==> src/rtl/bitty_fetch_ctrl_pkg.sv <==
// rtl/bitty_fetch_ctrl_pkg.sv - shared types and constants for the bitty fetch sequencer
package bitty_fetch_ctrl_pkg;

   typedef enum logic [2:0] {
      ST_IDLE,
      ST_FETCH,
      ST_ISSUE,
      ST_WAIT,
      ST_BRANCH,
      ST_UPDATE,
      ST_ERR
   } state_e;

   localparam logic [1:0] OPC_BRANCH = 2'b10;

   localparam logic [1:0] COND_EQ = 2'b00;
   localparam logic [1:0] COND_GT = 2'b01;
   localparam logic [1:0] COND_LT = 2'b10;

   // The core reports compare outcomes as small integers in d_out.
   function automatic logic cond_taken(input logic [1:0] cond, input logic [15:0] result);
      logic taken;
      case (cond)
         COND_EQ: taken = (result == 16'd0);
         COND_GT: taken = (result == 16'd1);
         COND_LT: taken = (result == 16'd2);
         default: taken = 1'b0;
      endcase
      return taken;
   endfunction

endpackage

==> src/rtl/bitty_branch_eval.sv <==
// rtl/bitty_branch_eval.sv - branch decode and next-pc selection for the fetch sequencer
module bitty_branch_eval
   import bitty_fetch_ctrl_pkg::*;
#(
   parameter int PC_W = 8
) (
   input  logic [15:0]     instr_i,
   input  logic [15:0]     core_result_i,
   input  logic [PC_W-1:0] pc_i,
   output logic            is_branch_o,
   output logic [PC_W-1:0] next_pc_o
);

   logic taken;

   assign is_branch_o = (instr_i[1:0] == OPC_BRANCH);
   assign taken       = is_branch_o && cond_taken(instr_i[3:2], core_result_i);
   assign next_pc_o   = taken ? PC_W'(instr_i[15:4]) : pc_i + PC_W'(1);

endmodule

==> src/rtl/bitty_fetch_ctrl.sv <==
// rtl/bitty_fetch_ctrl.sv - bitty instruction sequencer: fetch, issue, wait, local branch resolve
module bitty_fetch_ctrl
   import bitty_fetch_ctrl_pkg::*;
#(
   parameter int PC_W     = 8,
   parameter int WDOG_CYC = 255
) (
   input  logic            clk_i,
   input  logic            rst_ni,
   input  logic            start_i,
   input  logic            stop_i,
   output logic [PC_W-1:0] imem_addr_o,
   output logic            imem_rd_o,
   input  logic [15:0]     imem_data_i,
   input  logic            imem_valid_i,
   output logic [15:0]     core_instr_o,
   output logic            core_run_o,
   input  logic            core_done_i,
   input  logic [15:0]     core_result_i,
   output logic [PC_W-1:0] pc_o,
   output logic            busy_o,
   output logic            err_o
);

   localparam int              WD_W     = $clog2(WDOG_CYC + 1);
   localparam logic [WD_W-1:0] WDOG_MAX = WD_W'(WDOG_CYC);

   state_e          state_q, state_d;
   logic [PC_W-1:0] pc_q, pc_d;
   logic [15:0]     instr_q, instr_d;
   logic [15:0]     core_instr_q, core_instr_d;
   logic [WD_W-1:0] wdog_q, wdog_d;
   logic            imem_rd_q, core_run_q, busy_q, err_q;
   logic            is_branch;
   logic [PC_W-1:0] branch_pc;

   // Evaluated on instr_d so the FETCH decision sees the word arriving this cycle.
   bitty_branch_eval #(
      .PC_W(PC_W)
   ) u_branch_eval (
      .instr_i      (instr_d),
      .core_result_i(core_result_i),
      .pc_i         (pc_q),
      .is_branch_o  (is_branch),
      .next_pc_o    (branch_pc)
   );

   always_comb begin
      state_d = state_q;
      pc_d    = pc_q;
      instr_d = instr_q;
      wdog_d  = wdog_q;
      case (state_q)
         ST_IDLE: begin
            if (start_i) begin
               state_d = ST_FETCH;
               pc_d    = '0;
            end
         end
         ST_FETCH: begin
            if (imem_valid_i) begin
               instr_d = imem_data_i;
               state_d = is_branch ? ST_BRANCH : ST_ISSUE;
            end
         end
         ST_ISSUE: begin
            wdog_d  = '0;
            state_d = ST_WAIT;
         end
         ST_WAIT: begin
            wdog_d = wdog_q + WD_W'(1);
            if (core_done_i) begin
               state_d = ST_UPDATE;
            end else if (wdog_d == WDOG_MAX) begin
               state_d = ST_ERR;
            end
         end
         ST_BRANCH: begin
            pc_d    = branch_pc;
            state_d = stop_i ? ST_IDLE : ST_FETCH;
         end
         ST_UPDATE: begin
            pc_d    = pc_q + PC_W'(1);
            state_d = stop_i ? ST_IDLE : ST_FETCH;
         end
         ST_ERR: begin
            state_d = ST_ERR;
         end
         default: begin
            state_d = ST_IDLE;
         end
      endcase
      core_instr_d = (state_d == ST_ISSUE) ? instr_d : core_instr_q;
   end

   // Outputs are registered from the next state so they line up with the state they describe.
   always_ff @(posedge clk_i or negedge rst_ni) begin
      if (!rst_ni) begin
         state_q      <= ST_IDLE;
         pc_q         <= '0;
         instr_q      <= '0;
         core_instr_q <= '0;
         wdog_q       <= '0;
         imem_rd_q    <= 1'b0;
         core_run_q   <= 1'b0;
         busy_q       <= 1'b0;
         err_q        <= 1'b0;
      end else begin
         state_q      <= state_d;
         pc_q         <= pc_d;
         instr_q      <= instr_d;
         core_instr_q <= core_instr_d;
         wdog_q       <= wdog_d;
         imem_rd_q    <= (state_d == ST_FETCH);
         core_run_q   <= (state_d == ST_ISSUE);
         busy_q       <= (state_d != ST_IDLE) && (state_d != ST_ERR);
         err_q        <= (state_d == ST_ERR);
      end
   end

   assign imem_addr_o  = pc_q;
   assign pc_o         = pc_q;
   assign imem_rd_o    = imem_rd_q;
   assign core_instr_o = core_instr_q;
   assign core_run_o   = core_run_q;
   assign busy_o       = busy_q;
   assign err_o        = err_q;

endmodule

==> config.mk <==
export PLATFORM = sky130hd
export DESIGN_NAME = bitty_fetch_ctrl
export DESIGN_NICKNAME = d
export VERILOG_FILES = /design/src/rtl/bitty_fetch_ctrl_pkg.sv /design/src/rtl/bitty_branch_eval.sv /design/src/rtl/bitty_fetch_ctrl.sv
export SDC_FILE = /design/constraint.sdc
export NUM_CORES = 1
export LEC_CHECK = 0
export ABC_AREA = 0
export CAP_MARGIN = 20
export CORE_MARGIN = 3
export CORE_UTILIZATION = 40
export DETAILED_ROUTE_END_ITERATION = 6
export PLACE_DENSITY_LB_ADDON = 0.1
export SYNTH_ARGS = -nofsm -noshare
export SYNTH_HDL_FRONTEND = slang
export SYNTH_SLANG_ARGS = --single-unit
export TNS_END_PERCENT = 50
==> constraint.sdc <==
create_clock -name clk_i -period 5.35 [get_ports clk_i]
set_clock_uncertainty 0.05 [all_clocks]
set_input_delay 0.8025 -clock clk_i [delete_from_list [all_inputs] [get_ports clk_i]]
set_output_delay 0.8025 -clock clk_i [all_outputs]
set_load 0.005 [all_outputs]
Word level (Yosys, flattened, before mapping) --
Index checks and enable logic that the tools add are counted. W data, S select, Z words.
Word-level totals: flip-flop bits (word level) 55, bits of input ports 38, output and inout bits 36, logic and storage cells 52
Operators by class: $add $sub $neg 2, equal/unequal tests 17, multiplexer cells 14, reduce and logical (&&, ||, !) cells 10
Operators by type and width (number):
- $mux W16 | 2
- $pmux W8 S3 | 1
- $pmux W3 S6 | 1
- $add A8 B1 Y8 const B | 2
- $eq A16 B1 Y1 const B | 1
- $eq A16 B2 Y1 const B | 1
- $logic_not A16 Y1 | 1
- $mux W8 | 2
- $pmux W8 S2 | 1
- $mux W3 | 5
- $eq A3 B3 Y1 const B | 4
- $eq A3 B2 Y1 const B | 3
- $eq A8 B8 Y1 const B | 1
- $eq A3 B1 Y1 const B | 2
- $reduce_bool A3 Y1 | 2
- $eq A2 B2 Y1 const B | 2
- $logic_not A3 Y1 | 1
- $ne A3 B3 Y1 const B | 1
- $pmux W1 S3 | 1
- $eq A2 B1 Y1 const B | 1
- $logic_and A1 B1 Y1 | 2
- $logic_not A2 Y1 | 1
- $ne A2 B2 Y1 const B | 1
- $reduce_and A2 Y1 | 1
- 3 further kinds | 3

Logic depth before layout (Yosys ltp) --
Gate-level depths: netlist of run 1.
depth in word-level cells 8, mapped depth 13, depth with buffers taken out 9

By module --
Synthesis of run 1 repeated with hierarchy kept, for this count alone.
Second synthesis, totals: cell total of the unflattened synthesis 261, area total of the unflattened synthesis 2929.1 um^2
By module, submodules not included:
- bitty_fetch_ctrl | instances 1, cells each 222, area an instance 2608.8 um^2, sequential area each 1376.3 um^2
- bitty_branch_eval | instances 1, cells each 39, area an instance 320.3 um^2, sequential area each 0.0 um^2

Worst setup path before layout of run 1 --
OpenSTA, ideal clock, no wires.
path type in2reg, start point input port imem_valid_i, end point register pc_q[2] (netlist: imem_addr_o[2]), library setup time 0.077 ns, arrival 2.964 ns, required time 5.223 ns, path slack 2.258 ns, cell stages on the path 12, path buffers 3, cell sequence and4bb_2 > buf_2 > buf_2 > mux2i_1 > inv_1 > ha_1 > nor4bb_1 > a211o_1 > and4_4 > buf_6 > nand3_1 > a21oi_1
On the way: word-level cells in the longest chain between the ends 7, elaborated cells between the ends (all ways) 10, those cells by class eq/ne (3); mux (5); reduce/logical (2)
Ends and longest elaborated chain:
- start, declared | line bitty_fetch_ctrl.sv:15 | input logic imem_valid_i,
- $mux W16 (*) | line bitty_fetch_ctrl.sv:61 | if (imem_valid_i) begin
- $mux W16 (*) | line bitty_fetch_ctrl.sv:53 | case (state_q)
- named net instr_d[3] | line bitty_fetch_ctrl.sv:30 | logic [15:0] instr_q, instr_d;
- $eq A2 B2 Y1 (tied with other cells) | line bitty_fetch_ctrl_pkg.sv:23 | case (cond)
- $pmux W1 S3 (*) | line bitty_fetch_ctrl_pkg.sv:23
- $logic_and A1 B1 Y1 (*) | line bitty_branch_eval.sv:17 | assign taken = is_branch_o && cond_taken(instr_i[3:2], core_result_i);
- $mux W8 (*) | line bitty_branch_eval.sv:18 | assign next_pc_o = taken ? PC_W'(instr_i[15:4]) : pc_i + PC_W'(1);
- $pmux W8 S3 (*) | line bitty_fetch_ctrl.sv:53
- end signal, assigned | line bitty_fetch_ctrl.sv:110 | pc_q <= pc_d;
- end, declared | line bitty_fetch_ctrl.sv:29 | logic [PC_W-1:0] pc_q, pc_d;
The timed path passes the listed nets; every way through them passes the cells marked *. A chain may end at the register's enable or synchronous reset.

Worst setup path after layout of run 1 --
start point input port imem_valid_i, end point register pc_q[3] (netlist: imem_addr_o[3])
Same word-level chain as after synthesis.

==> results.py, run 1 <==
metrics = {
    "timing": {
        "period_share_pct": 66.11,
        "setup-tns-final_ps": 0,
        "relSlewSlack_pct": 38.27,
        "worst_pin_slew_ps": 925.0,
        "hold_slack_ps": 429.3,
        "hold_viol": 0,
        "max_freq_ghz": 0.2828,
        "grt_setup_unrepaired": "false",
        "fin_crit_ps": 3537,
        "setup_viol": 0,
        "slew_violations": 0,
    },
    "global_routing": {
        "grt.total_usage_pct": 16.22,
        "grt_max_degree": 56,
        "grt_pass1_vias": 2130,
        "grt_pass1_wl_mm": 10.12,
        "grt_overflow_total": 0,
        "antenna_found_initial": 0,
    },
    "logic_synthesis": {
        "synthArstFlopShare_pct": 100.0,
        "yosys_warnings": 0,
        "synth_seq_cells": 55,
        "syn_area_sq_mm": 0.002780,
        "netlist_instances": 290,
        "synth_edf_count": 0,
        "seq_area_frac_synth_pct": 49.50,
        "synth_cell_type_count": 56,
        "ys.flop_type": "dfrtp_1",
        "syn_area_per_cell_sq_um": 9.587,
        "syn-num-nets": 334,
    },
    "power_and_ir_drop": {
        "switchingPower_mw": 0.6302,
        "seqPwrFrac_pct": 42.4,
        "swShare_pct": 37.19,
        "pwr_density_cell_mw_per_mm2": 475.0,
        "leakagePower_nw": 1.554,
        "p_clk_share_pct": 13.8,
        "p_int_mw": 1.064,
        "vdd_ir_drop_max_mv": 0.2725,
        "p_comb_share_pct": 43.8,
    },
    "floorplan": {
        "start_util_pct": 42.57,
        "core-area_sq_mm": 0.006531,
        "die_h_microns": 89.37,
        "io_pins": 74,
        "rows": 29,
        "die-area_sq_mm": 0.007987,
        "fp.dieW_microns": 89.37,
    },
    "final_layout": {
        "final_common_cell": "clkdlybuf4s50_1",
        "nets": 393,
        "stdcell_area_sq_mm": 0.003567,
        "n_antenna_cell": 0,
        "post-route-util_pct": 54.62,
        "area_growth_syn_to_layout_pct": 28.31,
        "drive_gt1_share_pct": 8.000,
        "fillers": 601,
        "most-common-layout-cells": "72 x clkdlybuf4s50_1, 65 x nand2_1, 55 x dfrtp_1",
    },
    "drt": {
        "drcViolationCount": 0,
        "firstDrtPassIters": 4,
        "via_per_inst": 5.155,
        "postRouteAntennaNets": 0,
        "drtIter0Drc": 115,
        "routed_wl_mm": 6.076,
        "vias": 2201,
        "drt-wirelength-per-cell_microns": 14.23,
    },
    "clocking": {
        "post_cts_resized": 0,
        "htreeDepth": 2,
        "cts.reportedPaths.clkPinSlew_ps": 100,
        "postCtsHoldBufs": 0,
        "clockBufferDepth": 2,
        "clock_latency_ps": 310,
        "cts_num_sinks": 55,
        "post_cts_buffers": 0,
        "tritoncts": "built",
        "numCtsBuffers": 5,
        "cts-root-buf": "clkbuf_8",
    },
    "setup_path": {
        "reg2reg_depth": 9,
        "r2r-start": "state_q[1]",
        "r2r_setup_slack_ps": 2160,
        "worstPathRequired_ps": 5490,
        "crit-reg2reg-capture": "imem_addr_o[3]",
        "cp_max_fo": 17,
        "crit_arrival_ps": 3670,
        "worstSetupEndpointType": "flop",
        "path_class": "in -> reg",
        "start_kind": "primary input",
    },
    "flow_run": {
        "cap_violations": 0,
    },
    "hold_path": {
        "hold_depth": 2,
        "holdCritPathClass": "reg -> reg",
        "hold_path.startpoint": "instr_q[12]",
        "min_to": "instr_q[12]",
    },
    "outcome": {
        "status": "finished, final reports clean",
    },
    "place": {
        "dpl_cell_area_sq_mm": 0.003478,
        "gp_congestion": 0.8269,
        "dp_hpwl_mm": 4.413,
        "portBuffers": 73,
    },
}
[Yosys cell counts (all sizes together), types with 2 or more instances]
library cell	count	area (sq um)
nand2	65	244.0
dfrtp	55	1376
nor2	19	73.82
o21ai	17	85.08
buf	15	103.8
mux2	13	150.1
a21oi	9	45.04
inv	9	33.78
nand3	8	40.04
clkbuf	7	27.52
a22oi	6	45.04
ha	6	75.07
nor2b	6	37.54
nor3	5	25.02
mux2i	4	40.04
nand2b	3	18.77
nand4	3	18.77
nor4	3	18.77
a21boi	2	15.01
a31oi	2	12.51
and3	2	12.51
and4	2	20.02
o21a	2	15.01
xnor2	2	17.52
[power groups by stage]
| stage | registers (mW) | clock network [mW] | logic (mW) |
|---|---|---|---|
| 2_1_floorplan | 0.676 | 0 | 0.498 |
| 3_3_place_gp | 0.723 | 0 | 0.743 |
| 3_5_place_dp | 0.725 | 0 | 0.750 |
| 4_1_cts | 0.719 | 0.243 | 0.755 |
| 5_1_grt | 0.748 | 0.258 | 0.836 |
| 6_report | 0.718 | 0.234 | 0.743 |
[per-layer routing]
layer  GRT usage (%)  wire length [microns]  vias up
li1                -                      -     1116
met1           23.05                   2851     1030
met2           25.45                   2859       51
met3           3.502                    331        4
met4           3.654                     34        0
met5               0                      0        -
[layout make-up]
type	count	area (sq um)	area share (%)
Inverter	10	37.54	1.052
Tap cell	77	96.34	2.701
Timing Repair Buffer	74	733.2	20.55
Clock buffer	6	72.57	2.034
Multi-Input combinational cell	203	1235	34.62
Sequential cell	55	1376	38.58
Clock inverter	2	16.27	0.4560
[flip-flops by register name, indices dropped and copies added (netlist names)]
name	cells
imem_rd_o	1
imem_addr_o	8
state_q	3
busy_o	1
wdog_q	8
core_run_o	1
core_instr_o	16
instr_q	16
err_o	1
[through the flow]
stage | std cells | setup WS [ps] | total power, mW
4_1_cts | 427 | 1811 | 1.716
5_1_grt | 427 | 1653 | 1.841
2_1_floorplan | 290 | 2258 | 1.174
3_3_place_gp | 419 | 1579 | 1.465
3_5_place_dp | 419 | 1500 | 1.475
6_report | 427 | 1813 | 1.694
[critical path, cell delays in order]
cell	delay, ps
clkdlybuf4s50_1	540
and4bb_2	520
mux2i_1	320
inv_1	120
ha_1	300
nor4bb_1	280
a211o_1	240
a41oi_4	210
a32oi_1	250
o21ai_1	80
[worst max-delay path by stage]
stage	from	to	slack [ps]	depth (start not counted)
6_report	imem_valid_i	imem_addr_o[3]	1810	10
5_1_grt	imem_valid_i	imem_addr_o[3]	1650	10
4_1_cts	imem_valid_i	imem_addr_o[3]	1810	10
3_5_place_dp	imem_valid_i	imem_addr_o[3]	1500	10
3_3_place_gp	imem_valid_i	imem_addr_o[3]	1580	10
2_1_floorplan	imem_valid_i	imem_addr_o[2]	2260	12
[cell families (layout without fill, tap and decap cells)]
family | Yosys count | after routing | synth area share (%)
AOI/OAI and AO/OA | 53 | 53 | 13.05
xor gates and xnor gates | 3 | 3 | 0.9453
and+or+nand+nor | 124 | 124 | 20.88
buffers and inverters | 32 | 92 | 6.075
muxes | 17 | 17 | 6.841
DFF | 55 | 55 | 49.50
adders and majority gates | 6 | 6 | 2.700
(Power assumes the default switching activity.)
==> inputs of run 2 (changes only) <==
clock period = 3.07 ns   (was 5.35 ns; I/O delays follow)
==> results.py, run 2 (synthesis results as in run 1) <==
metrics = {
    "clocking": {
        "cts.reportedPaths.clkPinSlew_ps": 100,
        "post_cts_buffers": 0,
        "htreeDepth": 2,
        "postCtsHoldBufs": 0,
        "tritoncts": "built",
        "clockBufferDepth": 2,
        "numCtsBuffers": 5,
        "clock_latency_ps": 310,
        "cts-root-buf": "clkbuf_8",
        "post_cts_resized": 0,
        "cts_num_sinks": 55,
    },
    "setup_path": {
        "worstPathRequired_ps": 3220,
        "critPathMaxStageDelay_ps": 490,
        "start_kind": "primary input",
        "cpMaxStageDelayCell": "clkdlybuf4s50_1",
        "path_class": "in -> reg",
        "cp_max_fo": 9,
        "worstSetupEndpointType": "flop",
        "crit_arrival_ps": 3020,
        "crit_path_cell_trace": "clkdlybuf4s50_1 > and4bb_2 > mux2i_1 > inv_1 > ha_1 > nor4bb_1 > a211o_1 > a41oi_4 > a32oi_1 > o21ai_1",
    },
    "final_layout": {
        "nets": 405,
        "stdcell_area_sq_mm": 0.003662,
        "most-common-layout-cells": "72 x clkdlybuf4s50_1, 65 x nand2_1, 55 x dfrtp_1",
        "final_common_cell": "clkdlybuf4s50_1",
        "fillers": 621,
        "drive_gt1_share_pct": 11.33,
        "area_growth_syn_to_layout_pct": 31.73,
        "n_antenna_cell": 0,
    },
    "drt": {
        "firstDrtPassIters": 4,
        "drcViolationCount": 0,
        "routed_wl_mm": 6.557,
        "postRouteAntennaNets": 0,
        "drt-wirelength-per-cell_microns": 14.94,
        "vias": 2301,
        "via_per_inst": 5.241,
        "drtIter0Drc": 150,
    },
    "hold_path": {
        "holdCritPathClass": "in -> async",
    },
    "place": {
        "pre_cts_slack_ps": -64.22,
        "dpl_cell_area_sq_mm": 0.003568,
        "portBuffers": 73,
        "dp_hpwl_mm": 4.856,
        "gp_congestion": 0.8043,
    },
    "floorplan": {
        "io_pins": 74,
        "start_util_pct": 42.57,
        "core-area_sq_mm": 0.006531,
        "rows": 29,
        "die-area_sq_mm": 0.007987,
        "fp.dieW_microns": 89.37,
        "die_h_microns": 89.37,
    },
    "global_routing": {
        "grt_pass1_vias": 2191,
        "antenna_found_initial": 0,
        "grt_overflow_total": 0,
        "grt.total_usage_pct": 17.52,
        "grt_max_degree": 40,
        "grt_pass1_wl_mm": 10.83,
    },
    "timing": {
        "max_freq_ghz": 0.3480,
        "worst_pin_slew_ps": 892.6,
        "fin_crit_ps": 2874,
        "setup_viol": 0,
        "period_share_pct": 93.60,
        "relSlewSlack_pct": 40.49,
        "grt_setup_unrepaired": "false",
        "worst_slack_ps": 196.4,
        "hold_viol": 0,
        "slew_violations": 0,
    },
    "power_and_ir_drop": {
        "pwr_density_cell_mw_per_mm2": 840.0,
        "seqPwrFrac_pct": 39.0,
        "leakagePower_nw": 1.617,
        "p_comb_share_pct": 47.3,
        "vdd_ir_drop_max_mv": 0.4353,
        "swShare_pct": 37.11,
        "p_int_mw": 1.935,
        "switchingPower_mw": 1.142,
        "p_clk_share_pct": 13.7,
    },
    "flow_run": {
        "cap_violations": 0,
    },
    "outcome": {
        "status": "finished, final reports clean",
    },
}
==> run 2: power groups by stage <==
stage | combinational (mW) | sequential (mW) | clock (mW)
2_1_floorplan | 0.868 | 1.18 | 0
3_3_place_gp | 1.44 | 1.21 | 0
3_5_place_dp | 1.46 | 1.22 | 0
4_1_cts | 1.47 | 1.20 | 0.438
5_1_grt | 1.64 | 1.25 | 0.466
6_report | 1.45 | 1.20 | 0.422
==> run 2: cell type report <==
cell class                      count  area, sq um  share of cell area (%)
Clock inverter                      3        25.02                  0.6833
Timing Repair Buffer               86        823.3                   22.48
Inverter                           10        37.54                   1.025
Multi-Input combinational cell    203         1235                   33.72
Tap cell                           77        96.34                   2.631
Clock buffer                        5        68.82                   1.879
Sequential cell                    55         1376                   37.58
==> run 2: worst paths after layout <==
| kind | startpoint | to | cells past startpoint | slack [ps] |
|---|---|---|---|---|
| min in group clk_i | instr_q[15] | instr_q[15] | 2 | 430 |
| hold / removal | rst_ni | wdog_q[4] | 1 | 210 |
| max in group asynchronous | rst_ni | imem_addr_o[0] | 2 | 1980 |
| hold reg to reg | instr_q[15] | instr_q[15] | 2 | 430 |
| setup / recovery | imem_valid_i | imem_addr_o[3] | 10 | 200 |
| setup reg to reg | state_q[2] | imem_addr_o[3] | 9 | 390 |
==> run 2: metal layers <==
| metal | global-route usage, % | up-vias | routed length (microns) |
|---|---|---|---|
| met2 | 27.33 | 49 | 3151 |
| met1 | 25.17 | 1106 | 3070 |
| met4 | 4.601 | 0 | 51 |
| li1 | - | 1141 | - |
| met5 | 0 | - | 0 |
| met3 | 3.134 | 5 | 284 |
==> run 2: worst max-delay path, delay by kind of cell <==
kind                     cells  cell delay [ps]
AO/OA/AOI/OAI                4              820
adder cells (fa/ha/maj)      1              290
buffers and inverters        2              570
multiplexers                 1              270
AND/OR/NAND/NOR              2              600
==> run 2: per-stage QoR <==
stage,util [%],setup TNS (ps),hold slack [ps],cells,power [mW]
floorplan,-,0,114.9,290,2.046
detailed placement,54.64,-128.2,407.8,431,2.679
CTS,56.07,0,240.6,439,3.113
global route,56.07,0,263.0,439,3.353
finish,56.07,0,211.3,439,3.076
global placement,54.64,0,400.9,431,2.655
